$ cat config.mk
export PLATFORM = sky130hd
export DESIGN_NAME = vga_pixel_fetch
export DESIGN_NICKNAME = d
export VERILOG_FILES = /design/src/rtl/vga_pixel_fetch.sv
export SDC_FILE = /design/constraint.sdc
export NUM_CORES = 1
export LEC_CHECK = 0
export ABC_AREA = 1
export CORE_MARGIN = 4
export CORE_UTILIZATION = 50
export DETAILED_ROUTE_END_ITERATION = 10
export GPL_TIMING_DRIVEN = 1
export PLACE_DENSITY = 0.65
export SLEW_MARGIN = 20
export SYNTH_ARGS = -nofsm -noshare
export SYNTH_HDL_FRONTEND = slang
export SYNTH_SLANG_ARGS = --single-unit
$ cat constraint.sdc
create_clock -name clk_25 -period 8.7 [get_ports clk_25]
set_input_delay 1.74 -clock clk_25 [delete_from_list [all_inputs] [get_ports clk_25]]
set_output_delay 1.74 -clock clk_25 [all_outputs]
set_load 0.01 [all_outputs]
$ cat src/rtl/vga_pixel_fetch.sv
// ----------------------------------------------------------------------------
// vga_pixel_fetch
//   Streams one frame of 9-bit RGB pixels (H_RES*V_RES, raster order) out of
//   framebuffer memory into a small pixel FIFO. One pixel is presented on RGB
//   for every pix_en strobe from the VGA timing stage.
//
//   Optional feature: define VGA_FETCH_STATS_EN to add the underflow_cnt port.
//
// Ports
//   clk_25        pixel clock
//   rst           asynchronous, active-high reset
//   frame_start   1-cycle pulse, new frame begins (restarts fetching)
//   pix_en        timing stage consumes a pixel this cycle
//   fb_base       frame base word address, sampled on frame_start
//   mem_req       read request, held with mem_addr until mem_ack
//   mem_addr      read word address
//   mem_ack       request accepted this cycle
//   mem_rvalid    read data valid (in request order, latency >= 1)
//   mem_rdata     read data {R[2:0],G[2:0],B[2:0]}
//   RGB           pixel to timing stage (registered)
//   underflow     1-cycle pulse, pix_en seen while FIFO empty
//   fifo_level    current FIFO occupancy
//   busy          high while fetching or draining outstanding reads
//   underflow_cnt (VGA_FETCH_STATS_EN only) saturating underflow count
// ----------------------------------------------------------------------------
module vga_pixel_fetch #(
    parameter int unsigned H_RES      = 640,
    parameter int unsigned V_RES      = 480,
    parameter int unsigned ADDR_W     = 19,
    parameter int unsigned FIFO_DEPTH = 16,
    parameter logic [8:0]  BG_COLOR   = 9'h000
) (
    input  logic                          clk_25,
    input  logic                          rst,
    input  logic                          frame_start,
    input  logic                          pix_en,
    input  logic [ADDR_W-1:0]             fb_base,
    output logic                          mem_req,
    output logic [ADDR_W-1:0]             mem_addr,
    input  logic                          mem_ack,
    input  logic                          mem_rvalid,
    input  logic [8:0]                    mem_rdata,
    output logic [8:0]                    RGB,
    output logic                          underflow,
    output logic [$clog2(FIFO_DEPTH):0]   fifo_level,
    output logic                          busy
`ifdef VGA_FETCH_STATS_EN
    ,
    output logic [15:0]                   underflow_cnt
`endif
);

    localparam int unsigned PTR_W  = $clog2(FIFO_DEPTH);
    localparam int unsigned LVL_W  = PTR_W + 1;
    localparam int unsigned SUM_W  = LVL_W + 1;
    localparam int unsigned TOTAL  = H_RES * V_RES;
    localparam int unsigned IDX_W  = $clog2(TOTAL + 1);
    localparam int unsigned DISC_W = 16;

    typedef enum logic [1:0] {
        S_IDLE  = 2'd0,
        S_FETCH = 2'd1,
        S_WAIT  = 2'd2
    } state_t;

    state_t              state_q, state_d;
    logic                mem_req_q, mem_req_d;
    logic [ADDR_W-1:0]   mem_addr_q, mem_addr_d;
    logic [ADDR_W-1:0]   fb_base_q, fb_base_d;
    logic [IDX_W-1:0]    index_q, index_d;
    logic [LVL_W-1:0]    outstanding_q, outstanding_d;
    logic [DISC_W-1:0]   discard_q, discard_d;
    logic                stale_q, stale_d;
    logic [LVL_W-1:0]    level_q, level_d;
    logic [PTR_W-1:0]    wr_ptr_q, wr_ptr_d;
    logic [PTR_W-1:0]    rd_ptr_q, rd_ptr_d;
    logic [8:0]          rgb_q, rgb_d;
    logic                underflow_q, underflow_d;
    logic                busy_q, busy_d;

    logic                ack;
    logic                pop;
    logic                push;
    logic [DISC_W-1:0]   disc_sum;

    logic [8:0]          fifo_mem [FIFO_DEPTH];

    assign ack = mem_req_q && mem_ack;

    // Next-state: FSM, request issue, in-flight/discard accounting, FIFO and output.
    always_comb begin
        state_d       = state_q;
        mem_req_d     = mem_req_q;
        mem_addr_d    = mem_addr_q;
        fb_base_d     = fb_base_q;
        index_d       = index_q;
        outstanding_d = outstanding_q;
        discard_d     = discard_q;
        stale_d       = stale_q;
        level_d       = level_q;
        wr_ptr_d      = wr_ptr_q;
        rd_ptr_d      = rd_ptr_q;
        rgb_d         = rgb_q;
        push          = 1'b0;
        disc_sum      = '0;

        // Output stage always sees the pre-flush FIFO, even on frame_start.
        pop         = pix_en && (level_q != '0);
        underflow_d = pix_en && (level_q == '0);
        if (pop) begin
            rgb_d = fifo_mem[rd_ptr_q];
        end else if (underflow_d) begin
            rgb_d = BG_COLOR;
        end

        if (frame_start) begin
            // Everything still in flight (including an ack this cycle) becomes
            // stale; a return arriving this very cycle is already dropped.
            disc_sum      = discard_q + DISC_W'(outstanding_q) + DISC_W'(ack);
            discard_d     = (mem_rvalid && (disc_sum != '0)) ? disc_sum - DISC_W'(1) : disc_sum;
            outstanding_d = '0;
            index_d       = '0;
            fb_base_d     = fb_base;
            level_d       = '0;
            wr_ptr_d      = '0;
            rd_ptr_d      = '0;
            // A request still waiting for its ack belongs to the old frame.
            stale_d       = mem_req_q && !mem_ack;
            state_d       = S_FETCH;
        end else begin
            if (ack) begin
                if (stale_q) begin
                    discard_d = discard_q + DISC_W'(1);
                    stale_d   = 1'b0;
                end else begin
                    outstanding_d = outstanding_q + LVL_W'(1);
                    index_d       = index_q + IDX_W'(1);
                end
            end

            // Returns retire stale reads first; strays with nothing in flight are ignored.
            if (mem_rvalid) begin
                if (discard_q != '0) begin
                    discard_d = discard_d - DISC_W'(1);
                end else if (outstanding_q != '0) begin
                    push          = 1'b1;
                    outstanding_d = outstanding_d - LVL_W'(1);
                end
            end

            if (push) begin
                wr_ptr_d = wr_ptr_q + PTR_W'(1);
            end
            if (pop) begin
                rd_ptr_d = rd_ptr_q + PTR_W'(1);
            end
            level_d = level_q + LVL_W'(push) - LVL_W'(pop);

            case (state_q)
                S_IDLE: begin
                    state_d = S_IDLE;
                end
                S_FETCH: begin
                    if (index_d == IDX_W'(TOTAL)) begin
                        state_d = S_WAIT;
                    end
                end
                S_WAIT: begin
                    if (outstanding_q == '0) begin
                        state_d = S_IDLE;
                    end
                end
                default: begin
                    state_d = S_IDLE;
                end
            endcase
        end

        // A pending request is never withdrawn; a new one is issued only when
        // buffered plus in-flight pixels leave room for its data.
        if (mem_req_q && !mem_ack) begin
            mem_req_d = 1'b1;
        end else if ((state_d == S_FETCH) && (index_d < IDX_W'(TOTAL)) &&
                     ((SUM_W'(level_d) + SUM_W'(outstanding_d)) < SUM_W'(FIFO_DEPTH))) begin
            mem_req_d  = 1'b1;
            mem_addr_d = fb_base_d + ADDR_W'(index_d);
        end else begin
            mem_req_d = 1'b0;
        end

        busy_d = (state_d != S_IDLE);
    end

    // State and control registers.
    always_ff @(posedge clk_25 or posedge rst) begin
        if (rst) begin
            state_q       <= S_IDLE;
            mem_req_q     <= 1'b0;
            mem_addr_q    <= '0;
            fb_base_q     <= '0;
            index_q       <= '0;
            outstanding_q <= '0;
            discard_q     <= '0;
            stale_q       <= 1'b0;
            level_q       <= '0;
            wr_ptr_q      <= '0;
            rd_ptr_q      <= '0;
            rgb_q         <= BG_COLOR;
            underflow_q   <= 1'b0;
            busy_q        <= 1'b0;
        end else begin
            state_q       <= state_d;
            mem_req_q     <= mem_req_d;
            mem_addr_q    <= mem_addr_d;
            fb_base_q     <= fb_base_d;
            index_q       <= index_d;
            outstanding_q <= outstanding_d;
            discard_q     <= discard_d;
            stale_q       <= stale_d;
            level_q       <= level_d;
            wr_ptr_q      <= wr_ptr_d;
            rd_ptr_q      <= rd_ptr_d;
            rgb_q         <= rgb_d;
            underflow_q   <= underflow_d;
            busy_q        <= busy_d;
        end
    end

    // Pixel storage; contents are qualified by the pointers, so no reset needed.
    always_ff @(posedge clk_25) begin
        if (push) begin
            fifo_mem[wr_ptr_q] <= mem_rdata;
        end
    end

    assign mem_req    = mem_req_q;
    assign mem_addr   = mem_addr_q;
    assign RGB        = rgb_q;
    assign underflow  = underflow_q;
    assign fifo_level = level_q;
    assign busy       = busy_q;

`ifdef VGA_FETCH_STATS_EN
    logic [15:0] ucnt_q, ucnt_d;

    // Saturating underflow counter; a pulse coinciding with frame_start counts as 1.
    always_comb begin
        ucnt_d = ucnt_q;
        if (frame_start) begin
            ucnt_d = underflow_d ? 16'd1 : 16'd0;
        end else if (underflow_d && (ucnt_q != 16'hFFFF)) begin
            ucnt_d = ucnt_q + 16'd1;
        end
    end

    always_ff @(posedge clk_25 or posedge rst) begin
        if (rst) begin
            ucnt_q <= '0;
        end else begin
            ucnt_q <= ucnt_d;
        end
    end

    assign underflow_cnt = ucnt_q;
`endif

endmodule
# Word level (Yosys, flattened, before mapping)
# Memory sizes are Yosys's and may differ from the RTL's.
# Cells that the tools add are included.
[word_totals]
reg_bits = 106
mem_bits_rw = 144
out_inout_bits = 36
elab_cells = 97
n_memories = 1
[classes]
addsub = 14
n_lt_le_gt_ge = 2
eq_ne = 4
mux = 41
bitwise_logic = 1
n_reduce_logical = 20
[mem_list]
columns = ["name", "depth", "width", "read_ports", "rd_ports_with_merged_regs", "wr", "line", "text"]
rows = [
  ["fifo_mem", 16, 9, 1, 0, 1, "86", "logic [8:0] fifo_mem [FIFO_DEPTH];"],
]
[op_table]
columns = ["cell", "n"]
rows = [
  ["$mux 16", 7],
  ["$mux 19", 5],
  ["$mux 5", 8],
  ["$reduce_bool 16->1", 2],
  ["$sub 16x1->16 const B", 2],
  ["$add 19x1->19 const B", 1],
  ["$add 19x19->19", 1],
  ["$eq 19x19->1 const B", 1],
  ["$lt 19x19->1 const B", 1],
  ["$mux 9", 2],
  ["$add 16x1->16", 1],
  ["$add 16x1->16 const B", 1],
  ["$add 16x5->16", 1],
  ["$mux 4", 4],
  ["$mux 1", 11],
  ["$logic_not 5->1", 2],
  ["$reduce_bool 2->1", 5],
  ["$reduce_bool 5->1", 2],
  ["$add 4x1->4 const B", 2],
  ["$logic_and 1x1->1", 7],
  ["$add 5x5->6", 1],
  ["$lt 6x5->1 const B", 1],
  ["$mux 2", 3],
  ["$add 5x1->5", 1],
  ["other kinds (9)", 10],
]

# Depth between registers and ports, before layout
# Gate-level depths: netlist of run 1.
[logic_depth]
ltp_word = 14
ltp_mapped = 26
depth_no_buf = 24

# Worst setup path before layout of run 1
# No wires, ideal clock.
[synth_timing]
kind = "input port to flip-flop"
startpoint = "input frame_start"
endpoint = "register mem_addr_q[14], in the netlist mem_addr[14]"
setup_time_ps = 65
arrival_ps = 4858
required_time_ps = 8635
setup_slack_ps = 3777
cell_stages = 19
cell_sequence = "clkbuf_1 > clkinv_1 > clkbuf_1 > clkbuf_1 > nand2_1 > nand2_1 > ha_1 > inv_1 > fa_1 > nor3_1 > nor2_1 > o21ai_0 > a21boi_0 > o21ai_0 > nand3_1 > nand2_1 > xor2_1 > nand4_1 > nand2_1"
[synth_via]
elab_cells_between_ends = 13
cone_classes = "2 x add/sub; 2 x order compare; 1 x eq/ne; 5 x mux; 3 x reduce/logical"
[synth_rtl]
columns = ["element", "line", "text"]
rows = [
  ["start, declared", "35", "input logic frame_start,"],
  ["$mux 19", "116", "if (frame_start) begin"],
  ["net fb_base_d[0]", "69", "logic [ADDR_W-1:0] fb_base_q, fb_base_d;"],
  ["$add 19x19->19", "186", "mem_addr_d = fb_base_d + ADDR_W'(index_d);"],
  ["end signal, assigned", "214", "mem_addr_q <= mem_addr_d;"],
  ["end, declared", "68", "logic [ADDR_W-1:0] mem_addr_q, mem_addr_d;"],
]
# The timed path passes the listed nets, and every way through them passes these cells.
# A chain may end at the register's enable or synchronous reset.

# Worst setup path in the final report of run 1
[layout_timing]
startpoint = "input pix_en"
endpoint = "register mem_addr_q[10], in the netlist mem_addr[10]"
[layout_via]
elab_chain_cells = 7
[layout_lines]
columns = ["element", "line", "text"]
rows = [
  ["start, declared", "36", "input logic pix_en,"],
  ["$logic_and 1x1->1", "108", "pop = pix_en && (level_q != '0);"],
  ["$sub 5x1->5", "157", "level_d = level_q + LVL_W'(push) - LVL_W'(pop);"],
  ["$mux 5", "116", ""],
  ["net level_d[4]", "74", "logic [LVL_W-1:0] level_q, level_d;"],
  ["$add 5x5->6", "184", "((SUM_W'(level_d) + SUM_W'(outstanding_d)) < SUM_W'(FIFO_DEPTH))) begin"],
  ["$lt 6x5->1", "184", ""],
  ["$logic_and 1x1->1", "183", "end else if ((state_d == S_FETCH) && (index_d < IDX_W'(TOTAL)) &&"],
  ["$reduce_and 2->1 (no line)", "--", ""],
]
# The timed path passes the listed nets, and every way through them passes these cells.

==> summary.txt, run 1 <==
status = finished, final reports clean
Worst setup EP type = flop
share of layout cells above drive strength 1 = 6.64%
Switching Fraction = 37.2%
CTS Sinks = 250
largest net degree at the start of global routing = 75
syn_area_per_cell = 8.91 sq um
Max Slew Vio Count = 0
post-synthesis sequential area ratio = 51.8%
fin nets = 1,661
top_reg_cell synth = edfxtp_1
Post-CTS Hold Buffers = 0
final setup vio count = 0
CP arrival = 6240 ps
setup ws final = 2890 ps
setup bufs post-CTS = 0
startpoint types = input port
Max Cap Viol = 0
number of instances in the placed design = 1,880
Comb power frac = 35.8%
r2r endpoint = mem_addr[10]
Hold EP = fb_base_q[10]
Yosys top cell by area = edfxtp_1
Slew @ Worst Pin = 1090 ps
clock buffer count from CTS = 28
number of routed nets with antenna violations = 0
FF-to-FF path depth = 24
clk_lat worst skew = 560 ps
WL per Instance = 17.2 um
Clock Pin Slew Worst Setup and Hold Paths = 60 ps
vias in the first global route = 10,288
Power Density = 266 nW/um^2
Area after DPL = 14,500 sq um
FF/Latch Area = 6980 sq um
worst vdd ir = 0.180 mV
Period Utilization, post-route = 66.8%
placeable core region = 26,300 sq um
largest cells by area after synthesis = edfxtp_1, dfrtp_1, nand2_1
first-pass GRT wire length = 53,900 um
First DRT Iteration DRCs = 762
synth warn = 0
synthesized area = 13,500 sq um
pre-CTS WS = 2450 ps
number of synthesized flops with an enable pin = 144
# fillers = 2,326
RSZ-0062 raised after global routing = no
critical path class = input port to flop
width of the die = 172 um
CTS resizes = 0
Initial Util = 51.3%
Hold WC Path Type = flop to flop
sw power = 1520 uW
final hold slack = 475 ps
PortBufs = 69
share of the synthesized area in the top cell type = 32.1%
GRT Total Usage = 22.6%
Setup TNS Final = 0 ps
ANT cells = 0
Root Driver = clkbuf_16
clk_skew = 19.4 ps
Placer Congestion = 0.929
P&R area growth vs syn = 13.8%
crit path time final = 5810 ps
CTS tree = done
antenna violations before repair = 0
Seq pwr share = 37.0%
first-pass iteration count of the detailed router = 5
WHS Path Cells = 2
remaining global-route overflow = 0
Max-Slew Margin vs Limit = 27.2%
Int Pwr = 2560 uW
worst r2r src = fifo_level[2]
final wirelength = 33,300 um
design area = 15,300 sq um
CP max FO = 19
Via density = 5.53
multi-input combinational cell area = 5730 sq um
final number of hold-violating endpoints = 0
Reg2Reg Setup Slack = 4050 ps
clock power share = 27.2%
FP Rows = 59
chip height = 172 um
vias after detailed routing = 10,676
synthesis-stage register bit count = 250
hold_sp = fb_base_q[10]
Die ar. = 29,600 sq um
Post-DP HPWL = 22,800 um
P_leak = 0.00655 uW
# IOs = 70
H-tree levels = 1
Clock Tree Buf Depth = 3
max frequency = 172 MHz
synth unique cells = 54
Gate Count Post-Synth = 1,512
DRC Markers = 0
post-route insts no fill = 1,932
Async SR Flop Fraction = 42.4%
syn nets = 1,598
critical path data required time = 9130 ps
==> kinds of logic after synthesis <==
kind of cell    count (synthesis)  synth area share [%]
simple gates                  719                  23.1
flops                         250                  51.8
compound gates                242                  10.8
buf+inv                       195                  5.72
xor+xnor                       54                  3.57
fa+ha+maj                      52                  5.05
==> state kept, by name, summed over array words and instances, names as in the netlist, 5 cells and up <==
| register | cells |
|---|---|
| fifo_mem | 144 |
| fb_base_q | 19 |
| index_q | 19 |
| mem_addr | 19 |
| discard_q | 16 |
| RGB | 9 |
| fifo_level | 5 |
| outstanding_q | 5 |
==> per-layer routing <==
layer  vias to the layer above  GRT usage, %  routed length (um)
met2                       257          35.0               14800
li1                       5279             -                   -
met1                      5103          34.6               16200
met4                         0          4.37                 485
met5                         -             0                   0
met3                        37          3.09                1750
==> critical path: stages <==
cell	delay, ps
clkdlybuf4s50_1	450
inv_1	170
nor2_1	700
ha_1	360
inv_1	50
ha_1	120
inv_1	60
fa_1	360
inv_1	90
a21oi_1	70
nor2_1	80
nor2_1	50
xor2_1	130
nor2_1	160
ha_1	260
nor3_1	180
a21boi_1	350
nand2_1	170
inv_1	140
nand4_4	330
nand2_1	150
nand2_1	60
==> worst max path at each step <==
| stage | from | endpoint | slack [ps] | depth (start not counted) |
|---|---|---|---|---|
| 3_3_place_gp | pix_en | mem_addr[15] | 2660 | 22 |
| 6_report | pix_en | mem_addr[10] | 2890 | 22 |
| 2_1_floorplan | frame_start | mem_addr[14] | 3780 | 19 |
| 4_1_cts | pix_en | mem_addr[11] | 3000 | 22 |
| 5_1_grt | pix_en | mem_addr[14] | 2570 | 22 |
| 3_5_place_dp | pix_en | mem_addr[12] | 2450 | 22 |
==> layout by cell type, fill, tap and decap left out, types with 9 or more instances in the layout <==
cell | netlist | routed
a21oi_1 | 54 | 54
o21ai_0 | 103 | 103
nand4_1 | 47 | 47
buf_4 | 2 | 16
edfxtp_1 | 144 | 144
inv_1 | 136 | 135
clkbuf_16 | 0 | 28
clkinv_1 | 3 | 9
clkdlybuf4s50_1 | 0 | 68
nor2_1 | 163 | 163
xor2_1 | 41 | 41
nand2_1 | 365 | 365
nand3_1 | 78 | 78
xnor2_1 | 12 | 12
o21ai_1 | 13 | 13
o221ai_1 | 28 | 28
ha_1 | 48 | 48
nand2_2 | 16 | 16
dfrtp_1 | 106 | 105
nor3_1 | 21 | 21
==> area by class of cell <==
type                       instances  area share [%]
tap                              335            2.73
timing repair buffer              85            5.25
clock buffer                      35            4.80
inverter                         143            3.52
multi-input combinational       1067            37.3
clock inverter                    17           0.873
sequential                       250            45.5
==> Yosys cell counts, types with 2 or more instances <==
master    instances
inv_1           136
dfrtp_1         106
nor2_1          163
a31o_2            5
nand2_1         365
nand3b_1          2
nand3_2           2
nand3_1          78
buf_6             2
nor2_2            5
buf_4             2
edfxtp_1        144
o21ai_0         103
ha_1             48
a21oi_1          54
a32o_1            4
or2_2             7
clkbuf_1         40
o311ai_0          2
nand2_2          16
nor4_1            4
o21ai_1          13
buf_2             4
buf_1             3
o21bai_1          3
a22o_1            8
clkinv_1          3
inv_2             4
a21o_1            4
nor2_4            4
a211oi_1          2
o22ai_1           5
a31oi_1           2
nand4_4           2
o221ai_1         28
nand4_1          47
xnor2_1          12
nor3_1           21
xor2_1           41
fa_1              4
==> power groups by stage <==
stage	Combinational (uW)	Clock (uW)	Sequential [uW]
after floorplan	971	0	1530
after global placement	1420	0	1530
after detailed placement	1450	0	1530
after CTS	1460	1130	1510
after global routing	1650	1180	1530
final	1460	1110	1510
==> metrics by stage <==
step                total power [uW]  utilization, %
detailed placement              2980            55.1
global placement                2960            55.1
finish                          4080            58.4
CTS                             4090            58.4
floorplan                       2500               -
global route                    4370            58.4
Power figures use the tool's default switching activity.
==> run 2, diff against run 1 <==
--- a/config.mk
+++ b/config.mk
@@ -10,7 +10,7 @@
 export CORE_UTILIZATION = 50
 export DETAILED_ROUTE_END_ITERATION = 10
 export GPL_TIMING_DRIVEN = 1
-export PLACE_DENSITY = 0.65
+export PLACE_DENSITY = 0.68
 export SLEW_MARGIN = 20
 export SYNTH_ARGS = -nofsm -noshare
 export SYNTH_HDL_FRONTEND = slang
==> constraint.sdc (replaced) <==
create_clock -name clk_25 -period 4.7 [get_ports clk_25]
set_input_delay 0.94 -clock clk_25 [delete_from_list [all_inputs] [get_ports clk_25]]
set_output_delay 0.94 -clock clk_25 [all_outputs]
set_load 0.01 [all_outputs]
==> run 2 against run 1 <==
  * Critical path depth up 2
  * Non-clock buffer count up 28
  * Count of clock-buffer cells in the layout up 1
  * Final cell count up 1.4%
  * Sequential cell count unchanged
  * Sequential power up 84%
  * Register-to-register slack worse by 3600 ps
  * Core utilization up 1.0 points
  * Sequential share of layout area down 0.78 points
  * Worst setup slack worse by 2400 ps
  * Die area unchanged
  * Largest power group unchanged
==> summary.txt, run 2 (same netlist as run 1, synthesis figures left out) <==
first-pass GRT wire length = 54,800 um
Max Cap Viol = 0
slowest stage cell, crit path = dfrtp_1
Initial Util = 51.3%
RSZ-0062 raised after global routing = no
H-tree levels = 1
most frequent cells in the layout = nand2_1, nor2_1, edfxtp_1, inv_1, dfrtp_1
# fillers = 2,320
remaining global-route overflow = 0
CP delay by family, top = simple AND/OR/NAND/NOR gates
Max Slew Vio Count = 0
multi-input combinational cell area = 5730 sq um
Hold WC Path Type = flop to flop
P&R area growth vs syn = 15.8%
CP max FO = 20
ANT cells = 0
Clock Pin Slew Worst Setup and Hold Paths = 60 ps
largest net degree at the start of global routing = 75
First DRT Iteration DRCs = 915
Period Utilization, post-route = 90.2%
GRT Total Usage = 22.9%
Area after DPL = 14,700 sq um
Power Density = 490 nW/um^2
critical path class = flop to flop
design area = 15,600 sq um
first-pass iteration count of the detailed router = 5
P_leak = 0.00670 uW
final number of hold-violating endpoints = 0
worst vdd ir = 0.296 mV
Worst setup EP type = flop
crit-path cells = inv_1 > ha_1 > nand4_1 > nor2_1 > nand3_1 > ha_1 > inv_1 > ha_1 > inv_1 > fa_1 > inv_1 > a21oi_1 > nor2_1 > nor2_1 > xor2_1 > nor2_1 > ha_1 > nor3_1 > a21boi_1 > nand2_1 > a21oi_1 > buf_4 > nand4_1 > nand2_1
FP Rows = 59
critical path data required time = 5200 ps
Root Driver = clkbuf_16
width of the die = 172 um
Slew @ Worst Pin = 1120 ps
Post-CTS Hold Buffers = 0
commonest non-fill, non-tap cell in the layout = nand2_1
post-route insts no fill = 1,960
Worst Path Buf+Inv = 5
clock buffer count from CTS = 28
Post-DP HPWL = 23,300 um
Most flops, register = fifo_mem
WL per Instance = 17.2 um
Max-Slew Margin vs Limit = 24.9%
final setup vio count = 0
# IOs = 70
number of routed nets with antenna violations = 0
vias after detailed routing = 10,898
CTS tree = done
number of instances in the placed design = 1,908
share of layout cells above drive strength 1 = 8.43%
Via density = 5.56
Setup TNS Final = 0 ps
CTS resizes = 0
clk_skew = 36.1 ps
FF/Latch Area = 6980 sq um
status = finished, final reports clean
fin nets = 1,689
max frequency = 236 MHz
DRC Markers = 0
crit path time final = 4240 ps
CTS Sinks = 250
chip height = 172 um
slowest stage delay, CP = 420 ps
clk_lat worst skew = 560 ps
startpoint types = flop
setup bufs post-CTS = 0
max reg flops = 144
Die ar. = 29,600 sq um
placeable core region = 26,300 sq um
antenna violations before repair = 0
vias in the first global route = 10,598
Clock Tree Buf Depth = 3
CP arrival = 4740 ps
final wirelength = 33,600 um
PortBufs = 69
Placer Congestion = 0.916
run 2: cell count changes in the layout (fill, tap and decap cells not counted):
cell	delta
clkbuf_1	-1
buf_4	+26
clkinv_4	+1
clkinv_1	-2
clkinvlp_4	+3
clkbuf_8	+2
clkinv_2	-3
buf_12	+2
run 2: path summary, 6_finish.rpt:
path,from,to,slack [ps],cells after the start
worst max-delay path,discard_q[1],mem_addr[6],460,24
worst min-delay path,RGB[5],RGB[5],480,1
worst max register to register,discard_q[1],mem_addr[6],460,24
worst min register to register,RGB[5],RGB[5],480,1
max in group asynchronous,rst,RGB[0],3160,3
min in group asynchronous,rst,discard_q[4],820,2
run 2: per-stage QoR:
stage                     total power, uW  util [%]  hold slack, ps  setup slack (ps)
after floorplan                      4630         -             444               577
after global placement               5510      55.9             457               152
after detailed placement             5560      55.9             467              5.85
after CTS                            7690      59.4             482               480
after global routing                 8180      59.4             506               131
final                                7650      59.4             479               462
run 2: area by class of cell:
type	instances	share of cell area, %
timing repair buffer	113	6.67
tap	335	2.69
inverter	143	3.46
multi-input combinational	1067	36.7
sequential	250	44.7
clock inverter	16	0.914
clock buffer	36	4.87
run 2: worst reg2reg max path, stage by stage, from the launching register on:
cell,delay (ps)
dfrtp_1,420
inv_1,140
ha_1,160
nand4_1,120
nor2_1,250
nand3_1,150
ha_1,300
inv_1,60
ha_1,130
inv_1,60
fa_1,350
inv_1,80
a21oi_1,60
nor2_1,90
nor2_1,50
xor2_1,140
nor2_1,130
ha_1,250
nor3_1,170
a21boi_1,280
nand2_1,180
a21oi_1,160
buf_4,250
nand4_1,120
nand2_1,90
run 2: power by group:
group          leakage, uW  switching, uW  internal [uW]  total (uW)
clock network     0.000429            900           1210        2110
registers          0.00266            221           2560        2780
logic              0.00361           1690           1080        2770
run 2: layer usage:
layer / routed length, um / vias up / track usage [%]
li1: - / 5345 / -
met1: 15700 / 5148 / 33.6
met2: 15400 / 353 / 36.6
met3: 1950 / 52 / 3.25
met4: 605 / 0 / 5.16
met5: 0 / - / 0
